<file path="src/rtl/fetch_stage_pkg.sv">
`default_nettype none
// ============================================================================
// Module   : fetch_stage_pkg
// Purpose  : Shared pipeline types and constants for the fetch stage.
// Revision : 1.0 - initial release
// ============================================================================
package fetch_stage_pkg;

    localparam int XLEN = 32;
    localparam logic [XLEN-1:0] INSTR_NOP = 32'h0000_0000;

    typedef enum logic [1:0] {
        RUN  = 2'd0,
        WAIT = 2'd1,
        KILL = 2'd2
    } fetch_state_e;

    typedef struct packed {
        logic [XLEN-1:0] pc;
        logic [XLEN-1:0] instr;
    } fetch_entry_t;

endpackage
`default_nettype wire

</file>
<file path="src/rtl/fetch_stage_if_id_reg.sv">
`default_nettype none
// ============================================================================
// Module   : if_id_reg
// Purpose  : IF/ID pipeline register with load / hold / clear controls.
// Revision : 1.0 - initial release
// ============================================================================
module if_id_reg
    import fetch_stage_pkg::*;
(
    input  logic            clk,
    input  logic            rst_n,
    input  logic            i_load,
    input  logic            i_clear,
    input  logic [XLEN-1:0] i_pc,
    input  logic [XLEN-1:0] i_pc4,
    input  logic [XLEN-1:0] i_instr,
    output logic            o_valid,
    output logic [XLEN-1:0] o_pc,
    output logic [XLEN-1:0] o_pc4,
    output logic [XLEN-1:0] o_instr
);

    logic            r_valid;
    logic [XLEN-1:0] r_pc;
    logic [XLEN-1:0] r_pc4;
    logic [XLEN-1:0] r_instr;

    // Clear only drops valid; payload fields keep their last value.
    always_ff @(posedge clk) begin
        if (!rst_n) begin
            r_valid <= 1'b0;
            r_pc    <= '0;
            r_pc4   <= '0;
            r_instr <= INSTR_NOP;
        end else if (i_clear) begin
            r_valid <= 1'b0;
        end else if (i_load) begin
            r_valid <= 1'b1;
            r_pc    <= i_pc;
            r_pc4   <= i_pc4;
            r_instr <= i_instr;
        end
    end

    assign o_valid = r_valid;
    assign o_pc    = r_pc;
    assign o_pc4   = r_pc4;
    assign o_instr = r_instr;

endmodule
`default_nettype wire

</file>
<file path="src/rtl/fetch_stage.sv">
`default_nettype none
// ============================================================================
// Module   : fetch_stage
// Purpose  : Instruction fetch: PC, fetch FSM, stall skid buffer, IF/ID.
//            Optional perf counters enabled by macro FETCH_PERF_CNT_EN.
// Revision : 1.0 - initial release
// ============================================================================
module fetch_stage
    import fetch_stage_pkg::*;
#(
    parameter logic [31:0] RESET_PC = 32'h0000_0000
) (
    input  logic            clk,
    input  logic            rst_n,
    input  logic            stall,
    input  logic            flush,
    input  logic [XLEN-1:0] redirect_pc,
    output logic            imem_req,
    output logic [XLEN-1:0] imem_addr,
    input  logic            imem_ready,
    input  logic [XLEN-1:0] imem_rdata,
    output logic            id_valid,
    output logic [XLEN-1:0] id_pc,
    output logic [XLEN-1:0] id_pc4,
    output logic [XLEN-1:0] id_instr
`ifdef FETCH_PERF_CNT_EN
    ,
    output logic [XLEN-1:0] perf_stall_cnt,
    output logic [XLEN-1:0] perf_flush_cnt,
    output logic [XLEN-1:0] perf_bubble_cnt
`endif
);

    fetch_state_e    r_state;
    logic [XLEN-1:0] r_pc;
    logic [XLEN-1:0] r_kill_addr;
    logic            r_skid_valid;
    fetch_entry_t    r_skid;

    logic            w_req;
    logic            w_accept;
    logic            w_load;
    logic            w_bubble;
    logic [XLEN-1:0] w_pc4;
    logic [XLEN-1:0] w_redirect;
    logic [XLEN-1:0] w_d_pc;
    logic [XLEN-1:0] w_d_instr;

    // A full skid can only exist in RUN, so it only throttles RUN requests.
    assign w_req      = rst_n && ((r_state != RUN) || !r_skid_valid);
    assign w_accept   = w_req && imem_ready && (r_state != KILL);
    assign w_pc4      = r_pc + XLEN'(4);
    assign w_redirect = redirect_pc & ~XLEN'(3);

    assign imem_req  = w_req;
    assign imem_addr = (r_state == KILL) ? r_kill_addr : r_pc;

    assign w_load    = !flush && !stall && (r_skid_valid || w_accept);
    assign w_bubble  = !flush && !stall && !r_skid_valid && !w_accept;
    assign w_d_pc    = r_skid_valid ? r_skid.pc    : r_pc;
    assign w_d_instr = r_skid_valid ? r_skid.instr : imem_rdata;

    always_ff @(posedge clk) begin
        if (!rst_n) begin
            r_state      <= RUN;
            r_pc         <= RESET_PC;
            r_kill_addr  <= '0;
            r_skid_valid <= 1'b0;
            r_skid       <= '0;
        end else begin
            case (r_state)
                RUN: begin
                    if (w_req && !imem_ready) begin
                        r_state <= flush ? KILL : WAIT;
                        if (flush) r_kill_addr <= r_pc;
                    end
                end
                WAIT: begin
                    if (imem_ready) begin
                        r_state <= RUN;
                    end else if (flush) begin
                        r_state     <= KILL;
                        r_kill_addr <= r_pc;
                    end
                end
                KILL: begin
                    if (imem_ready) r_state <= RUN;
                end
                default: r_state <= RUN;
            endcase

            if (flush) begin
                r_pc <= w_redirect;
            end else if (w_accept) begin
                r_pc <= w_pc4;
            end

            if (flush) begin
                r_skid_valid <= 1'b0;
            end else if (r_skid_valid && !stall) begin
                r_skid_valid <= 1'b0;
            end else if (w_accept && stall) begin
                r_skid_valid <= 1'b1;
                r_skid       <= '{pc: r_pc, instr: imem_rdata};
            end
        end
    end

    if_id_reg u_if_id_reg (
        .clk     (clk),
        .rst_n   (rst_n),
        .i_load  (w_load),
        .i_clear (flush || w_bubble),
        .i_pc    (w_d_pc),
        .i_pc4   (w_d_pc + XLEN'(4)),
        .i_instr (w_d_instr),
        .o_valid (id_valid),
        .o_pc    (id_pc),
        .o_pc4   (id_pc4),
        .o_instr (id_instr)
    );

`ifdef FETCH_PERF_CNT_EN
    logic [XLEN-1:0] r_stall_cnt;
    logic [XLEN-1:0] r_flush_cnt;
    logic [XLEN-1:0] r_bubble_cnt;

    // Saturating event counters.
    always_ff @(posedge clk) begin
        if (!rst_n) begin
            r_stall_cnt  <= '0;
            r_flush_cnt  <= '0;
            r_bubble_cnt <= '0;
        end else begin
            if (stall && (r_stall_cnt != '1))     r_stall_cnt  <= r_stall_cnt + XLEN'(1);
            if (flush && (r_flush_cnt != '1))     r_flush_cnt  <= r_flush_cnt + XLEN'(1);
            if (w_bubble && (r_bubble_cnt != '1)) r_bubble_cnt <= r_bubble_cnt + XLEN'(1);
        end
    end

    assign perf_stall_cnt  = r_stall_cnt;
    assign perf_flush_cnt  = r_flush_cnt;
    assign perf_bubble_cnt = r_bubble_cnt;
`else
    // Counters not built.
`endif

endmodule
`default_nettype wire

</file>
<file path="config.mk">
export PLATFORM = sky130hd
export DESIGN_NAME = fetch_stage
export DESIGN_NICKNAME = d
export VERILOG_FILES = /design/src/rtl/fetch_stage_pkg.sv /design/src/rtl/fetch_stage_if_id_reg.sv /design/src/rtl/fetch_stage.sv
export SDC_FILE = /design/constraint.sdc
export NUM_CORES = 1
export LEC_CHECK = 0
export ABC_AREA = 1
export CAP_MARGIN = 20
export CORE_MARGIN = 1
export CORE_UTILIZATION = 55
export CTS_CLUSTER_SIZE = 10
export DETAILED_ROUTE_END_ITERATION = 8
export GPL_TIMING_DRIVEN = 0
export PLACE_DENSITY_LB_ADDON = 0.2
export SYNTH_ARGS = -nofsm -noshare
export SYNTH_HDL_FRONTEND = slang
export SYNTH_SLANG_ARGS = --single-unit
</file>
<file path="constraint.sdc">
create_clock -name clk -period 2.7 [get_ports clk]
set_input_delay 0.27 -clock clk [delete_from_list [all_inputs] [get_ports clk]]
set_output_delay 0.27 -clock clk [all_outputs]
set_load 0.05 [all_outputs]
</file>
==> impl_metrics.csv <==
group,metric,value,unit
cts,ctsHoldBuffers,0,
cts,cts.clk_slew.worst_paths,0.05,ns
layout,fin_nets,1830,
logic_synthesis,ys_warn_count,0,
route,antenna_left,0,
sta,fin_crit,2.53,ns
sta,finalSetupTns,0,ns
sta,post-route-period-util,0.937,
grt,grt_pass1_wl,53600,um
sta,worst_pin_slew,0.776,ns
layout,syn2layout_area_growth,28.7,%
cts,cts_tree,"built",
grt,antenna_found_initial,1,
logic_synthesis,syn_inst,1537,
route,via_per_inst,5.60,
route,drt-total-wl,34100,um
logic_synthesis,synth-seq-cells,218,
cts,cts_sinks,218,
place,gp_congestion,0.947,
route,drc,0,
worst_setup_path,cp.buffers_inverters,5,
logic_synthesis,synth-async-reset-ratio,0,
worst_hold_path,worstHoldPathType,"input pin to flop",
cts,cts-buffers-inserted,26,
cts,root_buffer,"clkbuf_16",
sta,setup_viol,0,
worst_setup_path,start_kind,"flop",
worst_setup_path,cp.arrival,2.26,ns
logic_synthesis,yosys.area.top_type,"dfxtp_1",
sta,rsz0062_at_grt,"no",
flow_run,maxCapViolations,0,
layout,final_cell_count_no_fill,1994,
logic_synthesis,synth-compound-area-share,0.213,
logic_synthesis,synthMuxAreaShare,0,
logic_synthesis,synth_area_leaders,"dfxtp_1, nand2_1, o21ai_0, a21oi_1, inv_1",
logic_synthesis,yosysMostFrequentCell,"nand2_1",
route,dr.pass1.iters,6,
floorplan,die_w,139,um
cts,clockBufferDepth,3,
sta,max_slew_margin,0.483,
sta,skew,0.0190,ns
worst_setup_path,path_cells,"inv_1, nand2_2, inv_1, clkbuf_2, clkbuf_1, o21ai_0, clkdlybuf4s15_2",
worst_setup_path,slowest_delay,0.40,ns
place,dp_hpwl,24900,um
worst_setup_path,reg2reg_slack,0.39,ns
sta,hold_viol_final,0,
layout,fin_util,0.733,
grt,grt_usage,0.344,
cts,h-tree-depth,1,
worst_setup_path,critPathTopFamily,"buffers and inverters",
power_and_ir_drop,power,7.95,mW
logic_synthesis,synth-xor-area-share,0.0169,
floorplan,ios,199,
logic_synthesis,syn-cell-area,10400,um^2
sta,fmax,395,MHz
layout,n_fill_cell,1484,
logic_synthesis,yosysTopAreaCellShare,0.421,
layout,drive_gt1_frac,0.0742,
floorplan,die_h,139,um
place,io_buffers,189,
status,status,"finished clean",
floorplan,coreArea,18200,um^2
logic_synthesis,synth.avg_cell_area,6.75,um^2
worst_setup_path,crit_type,"flop to output pin",
layout,antenna_cells,0,
worst_setup_path,path_common_cell,"inv_1",
worst_setup_path,crit_required,2.43,ns
route,drtIter0Drc,766,
worst_setup_path,worst_setup_path_end_kind,"output pin",
cts,clk_latency,0.53,ns
grt,grt_max_degree,13,
worst_setup_path,worstPathMaxFanout,10,
sta,slew_violations,0,
grt,grt_pass1_vias,10498,
power_and_ir_drop,ir_worst_vdd,0.570,mV
worst_setup_path,cp_slowest_cell,"clkdlybuf4s15_2",
logic_synthesis,seq_area_frac_synth,0.421,
floorplan,die_area,19400,um^2
grt,grt_overflow,0,
route,wl_per_cell,17.1,um
power_and_ir_drop,p_leak,5.17,nW
logic_synthesis,yosys.area_share.adder,0.00241,
power_and_ir_drop,powerDensity,596,nW/um^2
logic_synthesis,ys.flop_type,"dfxtp_1",
place,placed_cells,1960,
logic_synthesis,post_synth_most_frequent_cells,"nand2_1, dfxtp_1, o21ai_0, a21oi_1, inv_1",
route,vias,11163,
logic_synthesis,yosys.area_share.simple,0.244,
logic_synthesis,synth_cell_types,33,
floorplan,rows,49,
logic_synthesis,synth_top_family_by_area,"simple AND/OR/NAND/NOR gates",
logic_synthesis,synth_edf_count,0,
floorplan,initial_utilization,0.570,
timing repair:
item,4_1_cts,5_1_grt
resized for setup,90,5
endpoints found under the setup margin,30,27
buffers inserted,0,0
pin swaps,0,0
layer usage:
layer  vias up  part of all wire  GRT usage
li1       5408                 -          -
met1      5091              0.41      0.425
met2       553              0.46      0.582
met3       109             0.085     0.0623
met4         2             0.044      0.158
met5         -           0.00038          0
sequential cells by signal, indices dropped and copies added, names as in the netlist:
register             count
u_if_id_reg.o_instr     32
u_if_id_reg.o_valid      1
r_state                  2
r_pc                    30
r_skid                  62
r_skid_valid             1
u_if_id_reg.o_pc4       30
r_kill_addr             30
u_if_id_reg.o_pc        30
power breakdown:
group / internal (mW) / switching, mW / total [mW]
combinational: 0.409 / 0.872 / 1.28
clock: 1.92 / 1.28 / 3.20
sequential: 3.36 / 0.103 / 3.47
worst min-delay path, cell delays in order:
cell and delay (ns):
clkbuf_1 0.24, inv_1 0.15, nor3_1 0.06
area by class of cell:
type                            count  area (um^2)  share of cell area
Tap cell                          229          287              0.0215
Inverter                          150          563              0.0422
Clock buffer                       33          718              0.0538
Buffer                            105          499              0.0374
Sequential cell                   218         4360               0.327
Timing Repair Buffer              189         1920               0.144
Multi-Input combinational cell   1069         4970               0.372
Clock inverter                      1         30.0             0.00225
path summary, 6_finish.rpt:
check | start | to | depth (start not counted)
worst min-delay path | stall | r_skid_valid | 3
worst min register to register | r_skid[56] | r_skid[56] | 2
worst max-delay path | r_state[0] | imem_addr[13] | 7
worst max register to register | r_pc[2] | u_if_id_reg.o_pc4[30] | 10
per-stage QoR:
step	hold WS, ns	worst slack [ns]	area (um^2)
3_5_place_dp	0.436	0.00184	12600
2_1_floorplan	0.424	0.406	10400
5_1_grt	0.252	0.00114	13300
6_report	0.242	0.169	13300
4_1_cts	0.214	0.00928	13300
3_3_place_gp	0.432	0.0138	12600
placed cells by master, fill, tap and decap left out, drive strengths merged:
| cell type | n |
|---|---|
| a211oi | 26 |
| a21boi | 1 |
| a21oi | 164 |
| a31oi | 9 |
| and2 | 2 |
| buf | 53 |
| bufinv | 1 |
| clkbuf | 85 |
| clkdlybuf4s15 | 20 |
| clkdlybuf4s50 | 159 |
| conb | 6 |
| dfxtp | 218 |
| dlygate4sd2 | 7 |
| dlymetal6s2s | 3 |
| ha | 2 |
| inv | 150 |
| nand2 | 367 |
| nand3 | 70 |
| nand4 | 7 |
| nor2 | 158 |
| nor2b | 1 |
| nor3 | 9 |
| nor4 | 1 |
| o21ai | 224 |
| or2 | 2 |
| xor2 | 20 |
cell families (layout without fill, tap and decap cells):
kind of cell / count (synthesis) / after routing
AO/OA/AOI/OAI: 424 / 424
AND/OR/NAND/NOR: 617 / 617
XOR/XNOR: 20 / 20
buffers and inverters: 255 / 478
flip-flops: 218 / 218
other: 1 / 6
adder cells (fa/ha/maj): 2 / 2
Note: power is estimated with default switching activity, not from simulation.
